$ cat src/rtl/seq_tx_pkg.sv
// Shared types and sizing helpers for the serial word transmitter.
package seq_tx_pkg;

    // Transmitter control states.
    typedef enum logic [1:0] {
        ST_IDLE  = 2'd0,
        ST_SHIFT = 2'd1,
        ST_GAP   = 2'd2
    } state_e;

    // Width of a counter that must represent 0..n-1; never narrower than one bit.
    function automatic int cnt_width(input int n);
        return (n <= 2) ? 1 : $clog2(n);
    endfunction

endpackage

$ cat src/rtl/seq_tx_shifter.sv
// WIDTH-bit parallel-load, left-shifting register exposing its MSB.
module seq_tx_shifter
    import seq_tx_pkg::*;
#(
    parameter int WIDTH = 8
) (
    input  logic             clk,
    input  logic             rst_n,
    input  logic             load,
    input  logic             shift,
    input  logic [WIDTH-1:0] din_par,
    output logic             msb
);

    logic [WIDTH-1:0] sreg_q;

    // Load takes priority so a new word can replace the last bit of the previous one.
    always_ff @(posedge clk or negedge rst_n) begin
        if (!rst_n) begin
            sreg_q <= '0;
        end else if (load) begin
            sreg_q <= din_par;
        end else if (shift) begin
            sreg_q <= {sreg_q[WIDTH-2:0], 1'b0};
        end
    end

    assign msb = sreg_q[WIDTH-1];

endmodule

$ cat src/rtl/seq_tx.sv
// Serial bit-stream transmitter: accepts parallel words on a ready/valid
// handshake and sends them MSB-first as a dout/dout_valid pair, with a
// programmable idle gap between words and a wrapping sent-word counter.
module seq_tx
    import seq_tx_pkg::*;
#(
    parameter int WIDTH = 8,
    parameter int GAP   = 1,
    parameter int CNT_W = 16
) (
    input  logic             clk,
    input  logic             rst_n,
    input  logic [WIDTH-1:0] in_data,
    input  logic             in_valid,
    output logic             in_ready,
    output logic             dout,
    output logic             dout_valid,
    output logic             busy,
    output logic [CNT_W-1:0] words_sent
);

    localparam int BIT_W = cnt_width(WIDTH);
    localparam int GAP_W = cnt_width(GAP + 1);
    localparam logic [BIT_W-1:0] BIT_LAST = BIT_W'(WIDTH - 1);
    localparam logic [GAP_W-1:0] GAP_LAST = GAP_W'((GAP > 0) ? (GAP - 1) : 0);

    state_e             state_q, state_d;
    logic [BIT_W-1:0]   bit_cnt_q, bit_cnt_d;
    logic [GAP_W-1:0]   gap_cnt_q, gap_cnt_d;
    logic [CNT_W-1:0]   words_q, words_d;
    logic               load, shift, msb;
    logic               last_bit, accept;

    seq_tx_shifter #(.WIDTH(WIDTH)) u_shifter (
        .clk     (clk),
        .rst_n   (rst_n),
        .load    (load),
        .shift   (shift),
        .din_par (in_data),
        .msb     (msb)
    );

    // Ready is open in IDLE, and on the last bit only when words run back to back.
    assign last_bit   = (state_q == ST_SHIFT) && (bit_cnt_q == BIT_LAST);
    assign in_ready   = (state_q == ST_IDLE) || ((GAP == 0) && last_bit);
    assign accept     = in_valid && in_ready;

    // Serial outputs derive only from registered state, never from the inputs.
    assign dout_valid = (state_q == ST_SHIFT);
    assign dout       = msb && (state_q == ST_SHIFT);
    assign busy       = (state_q != ST_IDLE);
    assign words_sent = words_q;

    // State, bit/gap counters and sent-word counter registers.
    always_ff @(posedge clk or negedge rst_n) begin
        if (!rst_n) begin
            state_q   <= ST_IDLE;
            bit_cnt_q <= '0;
            gap_cnt_q <= '0;
            words_q   <= '0;
        end else begin
            state_q   <= state_d;
            bit_cnt_q <= bit_cnt_d;
            gap_cnt_q <= gap_cnt_d;
            words_q   <= words_d;
        end
    end

    // Next-state, counter updates and shifter controls.
    always_comb begin
        state_d   = state_q;
        bit_cnt_d = bit_cnt_q;
        gap_cnt_d = gap_cnt_q;
        words_d   = words_q;
        load      = 1'b0;
        shift     = 1'b0;

        unique case (state_q)
            ST_IDLE: begin
                if (accept) begin
                    load      = 1'b1;
                    bit_cnt_d = '0;
                    state_d   = ST_SHIFT;
                end
            end

            ST_SHIFT: begin
                shift     = 1'b1;
                bit_cnt_d = bit_cnt_q + BIT_W'(1);
                if (last_bit) begin
                    words_d   = words_q + CNT_W'(1);
                    bit_cnt_d = '0;
                    if (GAP > 0) begin
                        gap_cnt_d = '0;
                        state_d   = ST_GAP;
                    end else if (accept) begin
                        load    = 1'b1;
                        state_d = ST_SHIFT;
                    end else begin
                        state_d = ST_IDLE;
                    end
                end
            end

            ST_GAP: begin
                if (gap_cnt_q == GAP_LAST) begin
                    gap_cnt_d = '0;
                    state_d   = ST_IDLE;
                end else begin
                    gap_cnt_d = gap_cnt_q + GAP_W'(1);
                end
            end

            default: begin
                state_d = ST_IDLE;
            end
        endcase
    end

endmodule

$ cat config.mk
export PLATFORM = sky130hd
export DESIGN_NAME = seq_tx
export DESIGN_NICKNAME = d
export VERILOG_FILES = /design/src/rtl/seq_tx_pkg.sv /design/src/rtl/seq_tx_shifter.sv /design/src/rtl/seq_tx.sv
export SDC_FILE = /design/constraint.sdc
export NUM_CORES = 1
export LEC_CHECK = 0
export CORE_ASPECT_RATIO = 1.4
export CORE_MARGIN = 5
export CORE_UTILIZATION = 35
export CTS_CLUSTER_SIZE = 20
export DETAILED_ROUTE_END_ITERATION = 8
export PLACE_DENSITY = 0.66
export SYNTH_ARGS = -nofsm -noshare
export SYNTH_HDL_FRONTEND = slang
export SYNTH_HIERARCHICAL = 1
export SYNTH_SLANG_ARGS = --single-unit
$ cat constraint.sdc
create_clock -name clk -period 1.8 [get_ports clk]
set_input_delay 0.27 -clock clk [delete_from_list [all_inputs] [get_ports clk]]
set_output_delay 0.27 -clock clk [all_outputs]
set_load 0.05 [all_outputs]
==> metrics.yaml <==
synth:
  syn-mean-instance-area_um2: 12.05
  synth-seq-cells: 29
  synthTopCellsByCount: "dfrtp_1, nand2_1, xnor2_1, mux2i_1, o21ai_1"
  synth_cell_type_count: 28
  syn_area_um2: 1350
  synth_fa_ha_area_share_pct: 2.780
  synth_xor_area_share_pct: 9.731
  synth_top_family_by_area: "simple AND/OR/NAND/NOR gates"
  yosysWarnings: 6
  synthTopCellsByArea: "dfrtp_1, xnor2_1, mux2i_1, nand2_1, nor4_4"
  ys_seq_area_share_pct: 53.75
  synth_compound_area_share_pct: 5.190
  synth-simple-area-share_pct: 20.02
  synthFlopType: "dfrtp_1"
  synth.most_common_cell: "dfrtp_1"
  synthArstFlopShare_pct: 100.0
  synth_edf_count: 0
  synthMuxAreaShare_pct: 6.024
  yosysTopAreaCell: "dfrtp_1"
  synth_fp_nets: 126
  yosys.area.top_type_share_pct: 53.75
  synth_cells: 112
grt:
  antenna_found_initial: 0
  grt_pass1_wl_um: 4554
  grt_busiest_layer: "met2"
  overflow: 0
  grtUsageMet3_pct: 4.852
  groute.usage.overall_pct: 10.76
  grt_pass1_vias: 1034
  grt_start_max_net_pins: 30
  grt.met1_usage_pct: 11.53
  use_met2_pct: 18.30
routing:
  wl_per_cell_um: 13.76
  vias: 970
  route.detailed.drc: 0
  wl_um: 2697
  viasPerCell: 4.949
  ant_nets: 0
  first_iter_violations: 31
  drtPass1Iterations: 4
cts:
  insertion_delay_ns: 0.28
  cts-buffers-inserted: 5
  cts-resized-gates: 0
  path_clk_slew_ns: 0.06
  clockBufferDepth: 2
  cts_root_buffer: "clkbuf_8"
  htreeDepth: 2
  clock-sinks: 29
  post_cts_buffers: 0
  cts_hold_buf: 0
  cts_tree: "built"
power:
  clkPwrFrac_pct: 19.4
  net-switching-power_mw: 1.027
  combPwrFrac_pct: 45.5
  p_int_mw: 1.622
  vdd_drop_max_mv: 1.490
  leakage_nw: 0.9152
  pwr_density_cell_nw_per_um2: 1467
  netSwitchingFraction_pct: 38.78
  seq_power_share_pct: 35.1
timing:
  finClkSkew_ns: 0.003001
  worst_pin_slew_ns: 0.3619
  rsz0062_at_grt: "false"
  relSlewSlack_pct: 75.88
  fin_crit_sh_pct: 92.83
  finalMaxSlewViolations: 0
  period_needed_ns: 1.671
  setup_viol_count_final: 0
  fmax_mhz: 598.4
  timing.final.hold_violations: 0
  fin_setup_tns_ns: 0
setup_path:
  crit_family: "simple AND/OR/NAND/NOR gates"
  path_max_fanout: 4
  path_cells: "ha_1 -> ha_1 -> nand4b_2 -> or2_1 -> nor2_1 -> xor2_1"
  crit_buf_inv: 0
  cpMostUsedCell: "ha_1"
  cp-end-kind: "flop"
  cp_slowest_cell: "dfrtp_1"
  crit_required_ns: 1.99
  crit_path_max_incr_delay_ns: 0.36
  startpoint_type: "flop"
  critPathKind: "flop to flop"
  cp_data_arrival_time_ns: 1.86
finish:
  area_growth_syn_to_layout_pct: 33.73
  drive_gt1_share_pct: 28.57
  fin_nets: 167
  multi_input_area_um2: 593.1
  final_core_util_pct: 49.11
  area.sequential_um2: 725.7
  diodes: 0
  fill_cells: 341
  final_cell_area_um2: 1805
placed_design:
  io_buffers: 30
  dpl.hpwl_um: 2012
  dpl_cell_area_um2: 1719
  gp_congestion: 0.7285
die:
  die_h_um: 83.49
  start_util_pct: 36.73
  ios: 31
  die-area_um2: 5217
  dieWidth_um: 62.49
  core_um2: 3676
  rows: 26
min_path:
  hold_path_class: "input port to async pin"
status:
  status: "completed"
flow_run:
  max-cap-violations: 0
-- metal layers --
metal | vias to the layer above | wire length (µm)
met1 | 472 | 1141
li1 | 464 | -
met3 | 5 | 189
met2 | 29 | 1336
met4 | 0 | 29
met5 | - | 0
-- registers in the layout, indices dropped and copies added, names as in the netlist --
name / count
bit_cnt_q: 3
u_shifter/sreg_q: 8
words_sent: 16
state_q: 2
-- power groups by stage --
| stage | logic, mW | clock network [mW] | registers (mW) |
|---|---|---|---|
| after floorplan | 0.677 | 0 | 1.05 |
| after global placement | 1.20 | 0 | 0.930 |
| after detailed placement | 1.22 | 0 | 0.941 |
| after CTS | 1.23 | 0.534 | 0.931 |
| after global routing | 1.31 | 0.561 | 0.950 |
| final | 1.21 | 0.514 | 0.929 |
-- cells by family after synthesis --
logic type / count (synthesis)
xor+xnor: 15
simple gates: 40
compound gates: 12
mux: 8
fa+ha+maj: 3
buf+inv: 5
flops: 29
-- metrics by stage --
stage	hold WS (ns)	power, mW	worst slack, ns	cells
after floorplan	-0.02559	1.722	-0.01685	112
after global routing	0.4111	2.816	0.002246	196
after detailed placement	0.4781	2.163	0.1313	188
after CTS	0.3836	2.691	0.1038	196
final	0.3847	2.649	0.1290	196
after global placement	0.4704	2.126	0.1861	188
-- cell type report --
cell class              count  area share [%]
clock buffers               5           3.812
multi-input cells          78           32.85
inverters                   3          0.8316
flip-flops and latches     29           40.19
well taps                  42           2.911
repair buffers             36           18.43
clock inverters             3          0.9702
-- cell usage in the layout (no fill, tap or decap), types with 2 or more instances in the layout --
| master | synthesis | layout |
|---|---|---|
| dfrtp_1 | 29 | 29 |
| nand2_1 | 17 | 17 |
| a22o_1 | 2 | 2 |
| nor2_1 | 3 | 3 |
| inv_1 | 3 | 2 |
| nand3_1 | 3 | 3 |
| clkbuf_8 | 0 | 5 |
| xor2_1 | 4 | 4 |
| clkinvlp_4 | 0 | 2 |
| buf_4 | 0 | 23 |
| nor4_4 | 2 | 2 |
| and2_1 | 2 | 2 |
| buf_12 | 0 | 3 |
| clkinv_2 | 0 | 2 |
| ha_1 | 3 | 3 |
| mux2i_1 | 7 | 7 |
| o21ai_1 | 7 | 7 |
| nand4_1 | 3 | 3 |
| clkdlybuf4s50_1 | 0 | 10 |
| xnor2_1 | 11 | 11 |
-- worst paths after layout --
check	start	endpoint	slack, ns	depth (start not counted)
min reg2reg	words_sent[15]$_DFFE_PN0P_	words_sent[15]$_DFFE_PN0P_	0.48	1
max	bit_cnt_q[1]$_DFFE_PN0P_	words_sent[6]$_DFFE_PN0P_	0.13	6
min	rst_n	u_shifter/sreg_q[6]$_DFFE_PN0P_	0.38	2
max reg2reg	bit_cnt_q[1]$_DFFE_PN0P_	words_sent[6]$_DFFE_PN0P_	0.13	6
max in group asynchronous	rst_n	words_sent[13]$_DFFE_PN0P_	1.15	2
min in group clk	words_sent[15]$_DFFE_PN0P_	words_sent[15]$_DFFE_PN0P_	0.48	1
Power figures use the tool's default switching activity.
